File: config.mk
export PLATFORM = sky130hd
export DESIGN_NAME = contador_updown_mod
export DESIGN_NICKNAME = d
export VERILOG_FILES = /design/src/rtl/contador_updown_mod.sv
export SDC_FILE = /design/constraint.sdc
export NUM_CORES = 1
export LEC_CHECK = 0
export BUFFER_PORTS_ARGS = -buffer_cell sky130_fd_sc_hd__buf_2
export CELL_PAD_IN_SITES_DETAIL_PLACEMENT = 0
export CELL_PAD_IN_SITES_GLOBAL_PLACEMENT = 1
export CORE_MARGIN = 10
export CORE_UTILIZATION = 38
export CTS_CLUSTER_DIAMETER = 30
export CTS_CLUSTER_SIZE = 16
export DETAILED_ROUTE_END_ITERATION = 8
export PLACE_DENSITY_LB_ADDON = 0.1
export SYNTH_ARGS = -nofsm -noshare
export SYNTH_HDL_FRONTEND = slang
export SYNTH_SLANG_ARGS = --single-unit
export TNS_END_PERCENT = 1
File: constraint.sdc
create_clock -name clk -period 4.3 [get_ports clk]
set_clock_uncertainty 0.15 [all_clocks]
set_input_delay 0.215 -clock clk [delete_from_list [all_inputs] [get_ports clk]]
set_output_delay 0.215 -clock clk [all_outputs]
set_load 0.02 [all_outputs]
File: src/rtl/contador_updown_mod.sv
// ----------------------------------------------------------------------------
// contador_updown_mod
//   Parametrised synchronous up/down modulo counter. It has a parallel load,
//   a count enable and a combinational terminal-count flag that can be used
//   to cascade counters. It is meant as the common counting primitive for
//   dividers, timers and sequencers.
//
// Parameters
//   WIDTH    counter width in bits
//   MODULO   count range 0..MODULO-1 (2 <= MODULO <= 2**WIDTH)
//   RST_VAL  value forced by clear (0 <= RST_VAL < MODULO)
//
// Ports
//   clk   in   1      clock, rising edge
//   clr   in   1      asynchronous clear, active-low (q = RST_VAL)
//   en    in   1      count enable
//   up    in   1      direction: 1 = up, 0 = down
//   load  in   1      synchronous load of d (clamped to MODULO-1); beats en
//   d     in   WIDTH  load value
//   q     out  WIDTH  registered count
//   tc    out  1      next enabled step wraps (or saturates)
//
// Build option
//   CONTADOR_SAT_EN : when defined, the counter saturates at the ends of the
//                     range instead of wrapping. The tc behaviour is unchanged.
// ----------------------------------------------------------------------------
module contador_updown_mod #(
    parameter int WIDTH   = 6,
    parameter int MODULO  = 64,
    parameter int RST_VAL = 0
) (
    input  logic             clk,
    input  logic             clr,
    input  logic             en,
    input  logic             up,
    input  logic             load,
    input  logic [WIDTH-1:0] d,
    output logic [WIDTH-1:0] q,
    output logic             tc
);

    localparam logic [WIDTH-1:0] MAX_Q = WIDTH'(MODULO - 1);
    localparam logic [WIDTH-1:0] RST_Q = WIDTH'(RST_VAL);
    // The modulus is kept one bit wider so that the clamp compare still works
    // when MODULO == 2**WIDTH, where it does not fit in WIDTH bits.
    localparam logic [WIDTH:0]   MOD_W = (WIDTH+1)'(MODULO);

    logic             at_max;
    logic             at_min;
    logic [WIDTH-1:0] load_val;
    logic [WIDTH-1:0] up_val;
    logic [WIDTH-1:0] dn_val;
    logic [WIDTH-1:0] q_nxt;

    assign at_max   = (q == MAX_Q);
    assign at_min   = (q == '0);
    assign load_val = ({1'b0, d} < MOD_W) ? d : MAX_Q;

`ifdef CONTADOR_SAT_EN
    assign up_val = at_max ? MAX_Q : q + WIDTH'(1);
    assign dn_val = at_min ? '0    : q - WIDTH'(1);
`else
    // The explicit wrap compare is needed for non-power-of-two moduli. When
    // MODULO == 2**WIDTH it gives the same result as natural overflow.
    assign up_val = at_max ? '0    : q + WIDTH'(1);
    assign dn_val = at_min ? MAX_Q : q - WIDTH'(1);
`endif

    always_comb begin
        q_nxt = q;
        if (load)
            q_nxt = load_val;
        else if (en)
            q_nxt = up ? up_val : dn_val;
    end

    always_ff @(posedge clk or negedge clr) begin
        if (!clr)
            q <= RST_Q;
        else
            q <= q_nxt;
    end

    // The clr term forces tc low while the counter is held in clear.
    assign tc = clr & en & ~load & ((up & at_max) | (~up & at_min));

endmodule

* Word level (Yosys, flattened, before mapping) *
Cells that the tools add are included.

cells by class
  add/sub/neg operators = 2
  equality and inequality tests = 1
  mux-type cells = 5
  bitwise gates (word level) = 8
  reductions and logical operators = 2

operators with widths
  cell                                               count
  two-way mux 6 bit                                  5
  adder 6 x 1 -> 6 bit (second input constant)       1
  equality test 6 bit (second input constant)        1
  zero test 6 bit                                    1
  subtractor 6 x 1 -> 6 bit (second input constant)  1
  AND 1 bit                                          5
  inverter 1 bit                                     2
  nonzero test 2 bit                                 1
  OR 1 bit                                           1

word-level totals
  register bits after elaboration = 6
  bits of input ports = 11
  output and inout port bits = 7

* Logic depth before layout (Yosys ltp) *
Gate-level depths: netlist of the first run.

  depth in word-level cells = 5
  mapped depth = 7
  depth with buffers taken out = 7

* Worst setup path before layout of the first run *
Ideal clock, no wire load.

  path kind = flip-flop to output port
  start = register q[3]
  end = output tc
  arrival time = 1.334 ns
  slack = 2.601 ns
  stages on the path, launching flop included = 5
  cells stage by stage = dfrtp_1 > buf_4 > and3_2 > nand4_1 > a21oi_1

on the way
  word-level cells in the longest chain between the ends = 4
  elaborated cells between the ends (all ways) = 6
  those cells by class = eq/ne (1); bitwise (4); reduce/logical (1)

RTL lines
  item                                                           line    source
  from (decl)                                                    38      output logic [WIDTH-1:0] q,
  from (signal assigned)                                         81      q <= q_nxt;
  equality test 6 bit / zero test 6 bit (equally long branches)  55, 56
  AND 1 bit                                                      85      assign tc = clr & en & ~load & ((up & at_max) | (~up & at_min));
  OR 1 bit *                                                     85
  AND 1 bit *                                                    85
  to (decl)                                                      39      output logic tc

Mark *: on every way between the ends. The rest lies on a longest branch, timed or not.

* Worst setup path in the final report of the first run *
Same ends and word-level chain as after synthesis.

==> results of run 1 <==
==> power groups by stage <==
| stage | logic (mW) | clock network, mW | registers, mW |
|---|---|---|---|
| after global placement | 0.0734 | 0 | 0.0801 |
| after global routing | 0.0829 | 0.0599 | 0.0817 |
| final | 0.0738 | 0.0564 | 0.0795 |
| after CTS | 0.0751 | 0.0572 | 0.0793 |
| after floorplan | 0.0567 | 0 | 0.0804 |
| after detailed placement | 0.0740 | 0 | 0.0803 |
==> metrics by stage <==
step           hold slack [ns]  cell area (µm²)  setup slack, ns  total power, mW
2_1_floorplan           -0.231              587             2.60            0.137
3_3_place_gp           -0.0828              649             2.66            0.154
3_5_place_dp           -0.0887              649             2.62            0.154
4_1_cts                 0.0132              682             2.40            0.212
5_1_grt                 0.0292              682             2.26            0.224
6_report                0.0129              682             2.39            0.210
==> placed cells by master (no fill, tap or decap), types with 2 or more instances in the layout <==
cell and n:
a21oi_1 5, o21ai_0 2, nor3_2 2, nor2_1 6
xnor2_1 3, o31ai_1 2, buf_2 17, clkbuf_4 3
a31oi_1 4, inv_1 2, ha_1 3, nand2_1 10
dfrtp_1 6, nand4_1 2, nand3_1 4
==> area by class of cell <==
class | instances | area share (%)
Sequential cell | 6 | 22.0
Multi-Input combinational cell | 57 | 56.7
Inverter | 2 | 1.10
Tap cell | 16 | 2.94
Clock buffer | 3 | 3.30
Timing Repair Buffer | 18 | 13.9
==> worst min-delay path by stage <==
| stage | cells after the start | end | slack [ns] |
|---|---|---|---|
| finish | 3 | q[2] | 0.01 |
| global route | 3 | q[2] | 0.03 |
| global placement | 1 | q[5] | -0.08 |
| CTS | 3 | q[2] | 0.01 |
| detailed placement | 1 | q[5] | -0.09 |
| floorplan | 0 | q[0] | -0.23 |
==> what timing repair did <==
| item | in CTS | in global routing |
|---|---|---|
| hold buffers | 1 | 0 |
| buffers inserted | 0 | 0 |
| endpoints found under the hold margin | 6 | 0 |
| gates resized for setup | 0 | 0 |
==> worst max-delay path: cells and delay by family (launching register included) <==
family,cells,cell delay (ns)
compound gates,1,0.16
buf+inv,1,0.18
flops,1,0.53
simple gates,2,0.42
==> cells by family after synthesis <==
group / after synthesis / share of synthesized area, %
AOI/OAI and AO/OA: 18 / 20.7
xor gates and xnor gates: 4 / 5.97
muxes: 1 / 1.71
buffers and inverters: 8 / 8.53
and+or+nand+nor: 31 / 31.1
adders and majority gates: 3 / 6.40
DFF: 6 / 25.6
==> routing by layer <==
layer | GRT usage, % | wire length [µm] | vias to the layer above
li1 | - | - | 283
met1 | 12.4 | 693 | 257
met2 | 12.8 | 706 | 16
met3 | 4.08 | 130 | 3
met4 | 5.57 | 25 | 0
met5 | 0 | 0 | -
==> summary.txt, run 1 <==
Run status
  – Outcome: complete, no violations

Yosys
  – Avg Cell Area, Syn: 8.26 µm²
  – Post-Syn Nets: 85
  – Post-synthesis cell count: 71
  – Post-synth EDFFs: 0
  – Main flop type after synthesis: dfrtp_1
  – Commonest cells post-synth: nand2_1, dfrtp_1, nor2_1
  – Most common cell in the netlist: nand2_1
  – Number of synthesized register bits: 6
  – YS warnings: 0
  – Async S/R FF share, synth: 100%
  – Netlist Area Pre-Place: between 500 and 600 µm²
  – Post-synth cell types: 31
  – Post-synthesis sequential area ratio: roughly 26%
  – Top cells by area, synth: dfrtp_1, ha_1, nand2_1, xnor2_1, a21oi_1
  – Yosys top cell by area: dfrtp_1
  – Synth top area share: 25.6%

Floorplan
  – # IOs: 18
  – Rows: 14
  – Die width: slightly below 60 µm
  – Core Area: 1490 µm²
  – Total Die Area: 3520 µm²
  – Initial cell density of the core: 39.4%
  – Die Ht: 59.3 µm

Route
  – Remaining DRCs: 0
  – Vias: between 500 and 600
  – Initial DRC count: 6
  – Avg Vias per Cell: roughly 5.5
  – WL/cell: roughly 15 µm
  – ANT nets after route: 0
  – WL final: ~1600 µm
  – TritonRoute pass-1 iters: 4

STA
  – Slew margin rel.: 77.6%
  – Final Hold Fails: 0
  – Peak Freq: 0.523 GHz
  – Slew @ Worst Pin: 0.335 ns
  – Final period utilization: 44.5%
  – Final setup viols: 0
  – RSZ-0062 raised after global routing: false
  – Number of max-slew violations in the final report: 0
  – Setup_tns: 0 ns
  – Minimum clock period: 1.91 ns

Final layout
  – Antenna Cells: 0
  – Number of flip-flops in the largest register: 6
  – FF+latch area: 150 µm²
  – Fill count: 159
  – Biggest register: q
  – Nets: 102
  – Area grow syn2layout: 16.2%
  – Layout cells sized above 1: between 30% and 40%
  – Final Util: 45.8%
  – Top Registers: q (6)
  – Multi-input gate area: 387 µm²
  – Fin cells: 102

Power
  – Comb pwr share: about a third
  – Flop pwr share: approximately 38%
  – Clk pwr share: 26.9%
  – Power per Cell Area: 308 nW/µm²
  – Switch Pwr: ~80 µW
  – Internal power: 128 µW
  – Sw Share: 39.1%
  – Peak VDD IR: 0.124 mV
  – Pleak: about 0.32 nW

Clock network
  – Clk pin slew, worst setup/hold paths: ~0.05 ns
  – CTS tree: built
  – H-tree levels: 1
  – Total CTS buffers: 3
  – Clock latency on the worst-skew pair: 0.26 ns
  – # clock sinks: 6
  – Max clock buf depth: 2
  – CTS Root Cell: clkbuf_4

Worst hold path
  – Hold Path Origin: d[2]
  – Worst Hold Class: input port to flip-flop

Placement
  – PortBufs: 17
  – GP Congestion: 0.806
  – HPWL after detailed placement: approximately 1200 µm
  – Placed cells: 98

Critical path
  – CP cell instances: and3_2 > nand4_1 > a21oi_1 > buf_2
  – R2R Setup Slk: 2.59 ns
  – CP Launch Point: q[3]
  – R2r worst-path depth: 7
  – Crit start category: flip-flop
  – Arrival time at the worst endpoint: 1.55 ns
  – Worst r2r dst: q[4]
  – Worst setup endpoint: tc
  – Crit Path Class: flip-flop to primary output
  – Max FO, Critical Path: 8
  – Worst setup EP type: primary output
  – CP max stage delay: ~0.53 ns
  – Reg2reg start: q[0]
  – Worst Path Required: 3.93 ns
  – Slowest CP cell: dfrtp_1

Global routing
  – Total track usage: 9.61%
  – First-pass GRT wire length: 2660 µm
  – Gr ovfl total: 0
  – Number of global-route vias before repair: roughly 550
  – Largest net degree at the start of global routing: 14
  – Initial antenna violation count: 0

Flow run
  – Maxcap violations: 0
No activity file was read; power rests on OpenSTA's default activity.
==> inputs of run 2 (changes only) <==
--- a/config.mk
+++ b/config.mk
@@ -9,7 +9,7 @@
 export CELL_PAD_IN_SITES_DETAIL_PLACEMENT = 0
 export CELL_PAD_IN_SITES_GLOBAL_PLACEMENT = 1
 export CORE_MARGIN = 10
-export CORE_UTILIZATION = 38
+export CORE_UTILIZATION = 35
 export CTS_CLUSTER_DIAMETER = 30
 export CTS_CLUSTER_SIZE = 16
 export DETAILED_ROUTE_END_ITERATION = 8
==> constraint.sdc (replaced) <==
create_clock -name clk -period 1.8 [get_ports clk]
set_clock_uncertainty 0.15 [all_clocks]
set_input_delay 0.09 -clock clk [delete_from_list [all_inputs] [get_ports clk]]
set_output_delay 0.09 -clock clk [all_outputs]
set_load 0.02 [all_outputs]
==> run 2 against run 1 <==
Sequential power is 130% higher. Clock power is 120% higher. Die area is 5.6% higher. Non-clock buffer count is 8 higher. Total power is 150% higher. First-iteration DRC count is 33% higher. Routed wire length is 0.32% lower. Register-to-register slack worse by 2.4 ns. Critical path type unchanged.
==> summary.txt, run 2 (synthesis gave the netlist of run 1 again) <==
Placement
  – GP Congestion: 0.706
  – HPWL after detailed placement: approximately 1200 µm
  – Placed cells: 101
  – Placed Instance Area: ~670 µm²
  – PortBufs: 17

Global routing
  – Initial antenna violation count: 0
  – Largest net degree at the start of global routing: 14
  – Met1 global-route usage: about an eighth
  – Total track usage: under 10%
  – GR Layer Usage met2: between 10% and 20%
  – Met3 Usage GRT: 2.92%
  – GR peak layer: met2
  – First-pass GRT wire length: 2740 µm
  – Number of global-route vias before repair: 614
  – Gr ovfl total: 0

Critical path
  – Crit start category: flip-flop
  – Worst path bufs/invs: 2
  – Max FO, Critical Path: 6
  – Worst Path Required: 1.56 ns
  – R2R Setup Slk: around 0.14 ns
  – R2r worst-path depth: 7
  – CP cell instances: inv_1 > ha_1 > nand3_2 > a21oi_1 > buf_2
  – Worst setup EP type: primary output
  – CP max stage delay: 0.42 ns
  – Slowest CP cell: dfrtp_1
  – Top delay family on crit path: flip-flops
  – Crit Path Class: flip-flop to primary output
  – Worst r2r dst: q[4]
  – Arrival time at the worst endpoint: 1.48 ns
  – Reg2reg start: q[0]

STA
  – Final period utilization: a little over nine tenths
  – Number of max-slew violations in the final report: 0
  – Final setup viols: 0
  – Peak Freq: 0.580 GHz
  – Slew margin rel.: between 80 and 90%
  – Slew @ Worst Pin: 0.252 ns
  – Fin Hold WS: 0.0473 ns
  – Minimum clock period: 1.72 ns
  – Setup_tns: 0 ns
  – Final Hold Fails: 0

Worst hold path
  – Worst Hold Class: input port to asynchronous set/reset pin

Floorplan
  – Total Die Area: 3710 µm²
  – Core Area: 1540 µm²
  – Die Ht: 60.9 µm
  – # IOs: 18
  – Die width: a little over 60 µm
  – Rows: 14
  – Initial cell density of the core: 38.1%

Route
  – Initial DRC count: 8
  – WL final: 1550 µm
  – Vias: 598
  – Avg Vias per Cell: between 5 and 6
  – TritonRoute pass-1 iters: 4
  – WL/cell: around 14 µm
  – Remaining DRCs: 0
  – ANT nets after route: 0

Final layout
  – Top Registers: q (6)
  – Fin area: 759 µm²
  – Final Util: 49.3%
  – Layout cells sized above 1: 37.2%
  – Number of flip-flops in the largest register: 6
  – Fin cells: 110
  – Most frequent cells in the layout: buf_2, nand2_1, nor2_1, dlygate4sd3_1, a21oi_1
  – Fill count: 160
  – Most common cell after layout, fill and taps aside: buf_2
  – Area grow syn2layout: 29.4%
  – Nets: 110
  – FF+latch area: 153 µm²
  – Antenna Cells: 0
  – Biggest register: q
  – Multi-input gate area: approximately 400 µm²

Clock network
  – Total CTS buffers: 3
  – # clock sinks: 6
  – CTS tree: built
  – H-tree levels: 1
  – Max clock buf depth: 2
  – Clk pin slew, worst setup/hold paths: 0.05 ns
  – Clock latency on the worst-skew pair: 0.25 ns
  – CTS Root Cell: clkbuf_4

Power
  – Peak VDD IR: 0.347 mV
  – Power per Cell Area: 681 nW/µm²
  – Pleak: 0.352 nW

Flow run
  – Maxcap violations: 0

Run status
  – Outcome: complete, no violations
## run 2: cell types whose count changed in the layout (fill, tap and decap cells not counted), sizes merged
| cell | previous run | this run |
|---|---|---|
| dlygate4sd3 | 1 | 6 |
| buf | 17 | 20 |
## run 2: how the worst max path moves through the flow
| stage | startpoint | endpoint | slack, ns | cells after the start |
|---|---|---|---|---|
| after global placement | q[1] | q[4] | 0.14 | 7 |
| after global routing | q[1] | tc | -0.01 | 5 |
| final | q[0] | tc | 0.08 | 5 |
| after floorplan | q[0] | q[4] | 0.13 | 7 |
| after detailed placement | q[1] | q[4] | 0.12 | 7 |
| after CTS | q[1] | tc | 0.02 | 4 |
## run 2: worst register-to-register path: stages (launching register included)
cell      delay [ns]
dfrtp_1         0.42
inv_1           0.14
ha_1            0.21
nand2b_4        0.07
o31ai_1         0.24
nand2b_1        0.15
a21oi_1         0.07
o21ai_1         0.14
## run 2: layer usage
layer / vias up / routed length (µm)
met2: 12 / 685
li1: 299 / -
met3: 5 / 71
met1: 282 / 769
met4: 0 / 25
met5: - / 0
## run 2: cell type report
type / count / share of cell area (%)
Clock buffer: 3 / 2.97
Inverter: 2 / 0.988
Multi-Input combinational cell: 57 / 51.2
Sequential cell: 6 / 20.1
Tap cell: 16 / 2.64
Timing Repair Buffer: 26 / 22.1
## run 2: what timing repair did
action                     CTS  global route
hold endpoints to repair    11             0
buffers inserted             0             0
hold buffers                 6             0
setup endpoints to repair    0             1
gates resized for setup      0             3
## run 2: where the power goes
part           total [mW]  leakage [nW]  internal [mW]  switching (mW)
logic               0.208         0.269         0.0956           0.113
clock network       0.126        0.0138         0.0755          0.0505
registers           0.183        0.0699          0.153          0.0305
total               0.518         0.352          0.324           0.194
## run 2: through the flow
step / power (mW) / worst slack, ns
after floorplan: 0.328 / 0.135
after global placement: 0.386 / 0.135
after detailed placement: 0.382 / 0.116
after CTS: 0.522 / 0.0229
after global routing: 0.561 / -0.00960
final: 0.518 / 0.0771
==> inputs of run 3 (changes only) <==
--- a/config.mk
+++ b/config.mk
@@ -13,6 +13,7 @@
 export CTS_CLUSTER_DIAMETER = 30
 export CTS_CLUSTER_SIZE = 16
 export DETAILED_ROUTE_END_ITERATION = 8
+export GPL_TIMING_DRIVEN = 0
 export PLACE_DENSITY_LB_ADDON = 0.1
 export SYNTH_ARGS = -nofsm -noshare
 export SYNTH_HDL_FRONTEND = slang
==> run 3 against run 2 <==
First-iteration DRC count up 140%. Critical path depth unchanged. Setup slack worse by 0.0037 ns. Clock power decreased by 4%. Via count fell by 0.50%. Final area is 2.3% higher. Sequential share of layout area is 0.45 points lower. Final cell count rose by 1.8%. Die area stayed put. Largest cell class unchanged.
==> summary.txt, run 3 (synthesis gave the netlist of run 1 again) <==
Clock network
  – Post-CTS Setup Bufs: 0
  – Clk pin slew, worst setup/hold paths: 0.04 ns
  – Total CTS buffers: 3
  – CTS Root Cell: clkbuf_4
  – Clock latency on the worst-skew pair: 0.24 ns
  – CTS tree: built
  – Max clock buf depth: 2
  – H-tree levels: 1
  – # clock sinks: 6

Power
  – Comb pwr share: 42.8%
  – Total power: 517 µW
  – Internal power: 327 µW
  – Power per Cell Area: around 670 nW/µm²
  – Switch Pwr: 191 µW
  – Flop pwr share: 33.7%
  – Peak VDD IR: 0.449 mV
  – Clk pwr share: about a quarter
  – Sw Share: 36.8%
  – Pleak: 0.361 nW

STA
  – Number of max-slew violations in the final report: 0
  – Final setup viols: 0
  – Final period utilization: 95.9%
  – Slew margin rel.: 68.2%
  – Final Hold Fails: 0
  – Setup_tns: 0 ns
  – Setup ws final: 0.0734 ns
  – Peak Freq: approximately 0.58 GHz
  – Slew @ Worst Pin: between 0.4 and 0.5 ns
  – Fin Hold WS: 0.0136 ns
  – Minimum clock period: 1.73 ns
  – RSZ-0062 raised after global routing: false

Critical path
  – Slowest CP cell: dfrtp_1
  – Worst Path Required: 1.56 ns
  – Crit start category: flip-flop
  – R2r worst-path depth: 7
  – Worst setup EP type: primary output
  – R2R Setup Slk: 0.17 ns
  – CP max stage delay: 0.36 ns
  – Worst r2r dst: q[4]
  – Reg2reg start: q[1]
  – Crit Path Class: flip-flop to primary output
  – Arrival time at the worst endpoint: approximately 1.5 ns
  – CP cell instances: buf_4 > nor3_4 > nand3_2 > a21oi_1 > buf_2
  – Max FO, Critical Path: 7

Placement
  – GP Congestion: 0.717
  – HPWL after detailed placement: 1150 µm
  – DP Worst Slack: 0.0632 ns
  – PortBufs: 16
  – Placed Instance Area: 687 µm²

Floorplan
  – Core Area: 1540 µm²
  – Die width: about 61 µm
  – Total Die Area: 3710 µm²
  – Die Ht: about 61 µm
  – # IOs: 18
  – Rows: 14
  – Initial cell density of the core: between 30% and 40%

Final layout
  – Antenna Cells: 0
  – Most common cell after layout, fill and taps aside: buf_2
  – Area grow syn2layout: 32.4%
  – Top Registers: q (6)
  – Nets: 112
  – Layout cells sized above 1: a little under two fifths
  – Number of flip-flops in the largest register: 6
  – Most frequent cells in the layout: buf_2, nand2_1, nor2_1, dlygate4sd3_1, a21oi_1
  – Biggest register: q
  – Fin area: approximately 800 µm²

Worst hold path
  – Worst Hold Class: input port to flip-flop
  – Hold Path Origin: load
  – Hold Path Cell Cnt: 3
  – Hold path endpoint: q[4]

Global routing
  – Initial antenna violation count: 0
  – Total track usage: 9.10%
  – Gr ovfl total: 0
  – First-pass GRT wire length: approximately 2600 µm
  – Largest net degree at the start of global routing: 11
  – Number of global-route vias before repair: 580

Route
  – Remaining DRCs: 0
  – ANT nets after route: 0
  – TritonRoute pass-1 iters: 4
  – WL/cell: 13.7 µm
  – Vias: 595
  – Avg Vias per Cell: around 5.3
  – Initial DRC count: 19
  – WL final: about 1500 µm

Run status
  – Outcome: complete, no violations

Flow run
  – Maxcap violations: 0
==> run 3: changes by cell type in the layout (fill, tap and decap cells not counted), sizes merged <==
cell,change
clkbuf,+2
==> run 3: power groups by stage <==
stage | registers (mW) | clock network [mW] | logic, mW
2_1_floorplan | 0.192 | 0 | 0.135
3_3_place_gp | 0.175 | 0 | 0.210
3_5_place_dp | 0.175 | 0 | 0.210
4_1_cts | 0.173 | 0.126 | 0.222
5_1_grt | 0.179 | 0.138 | 0.246
6_report | 0.175 | 0.121 | 0.222
==> run 3: worst max path at each step <==
stage	startpoint	end	slack, ns	cells past startpoint
after CTS	q[1]	tc	0.04	4
final	q[3]	tc	0.07	5
after floorplan	q[0]	q[4]	0.13	7
after global placement	q[0]	q[4]	0.05	7
after global routing	q[1]	q[4]	0.001	7
after detailed placement	q[0]	q[4]	0.06	7
==> run 3: worst max-delay path: cells and delay by family, from the launching register on <==
kind                   cells  cell delay (ns)
DFF                        1             0.36
AOI/OAI and AO/OA          1             0.16
buffers and inverters      2             0.35
and+or+nand+nor            2             0.38
==> run 3: routing by layer <==
metal	vias up	GRT usage, %	routed length, µm	part of all wire (%)
li1	302	-	-	-
met1	270	11.0	675	44
met2	19	14.3	727	47
met3	4	3.13	111	7.2
met4	0	3.76	22	1.4
met5	-	0	0	0
==> run 3: area by class of cell <==
| class | instances | area [µm²] |
|---|---|---|
| Buffer | 6 | 42.5 |
| Clock buffer | 3 | 22.5 |
| Fill cell | 157 | 764 |
| Inverter | 2 | 7.51 |
| Multi-Input combinational cell | 57 | 392 |
| Sequential cell | 6 | 153 |
| Tap cell | 16 | 20.0 |
| Timing Repair Buffer | 22 | 140 |
==> run 3: through the flow <==
stage / std cells / util [%]
after floorplan: 71 / -
after global placement: 103 / 44.6
after detailed placement: 103 / 44.6
after CTS: 112 / 49.9
after global routing: 112 / 50.4
final: 112 / 50.4
==> run 3: timing repair <==
| item | 4_1_cts | 5_1_grt |
|---|---|---|
| endpoints found under the hold margin | 11 | 0 |
| gates resized for setup | 0 | 4 |
| hold buffers | 6 | 0 |
| setup endpoints to repair | 0 | 3 |
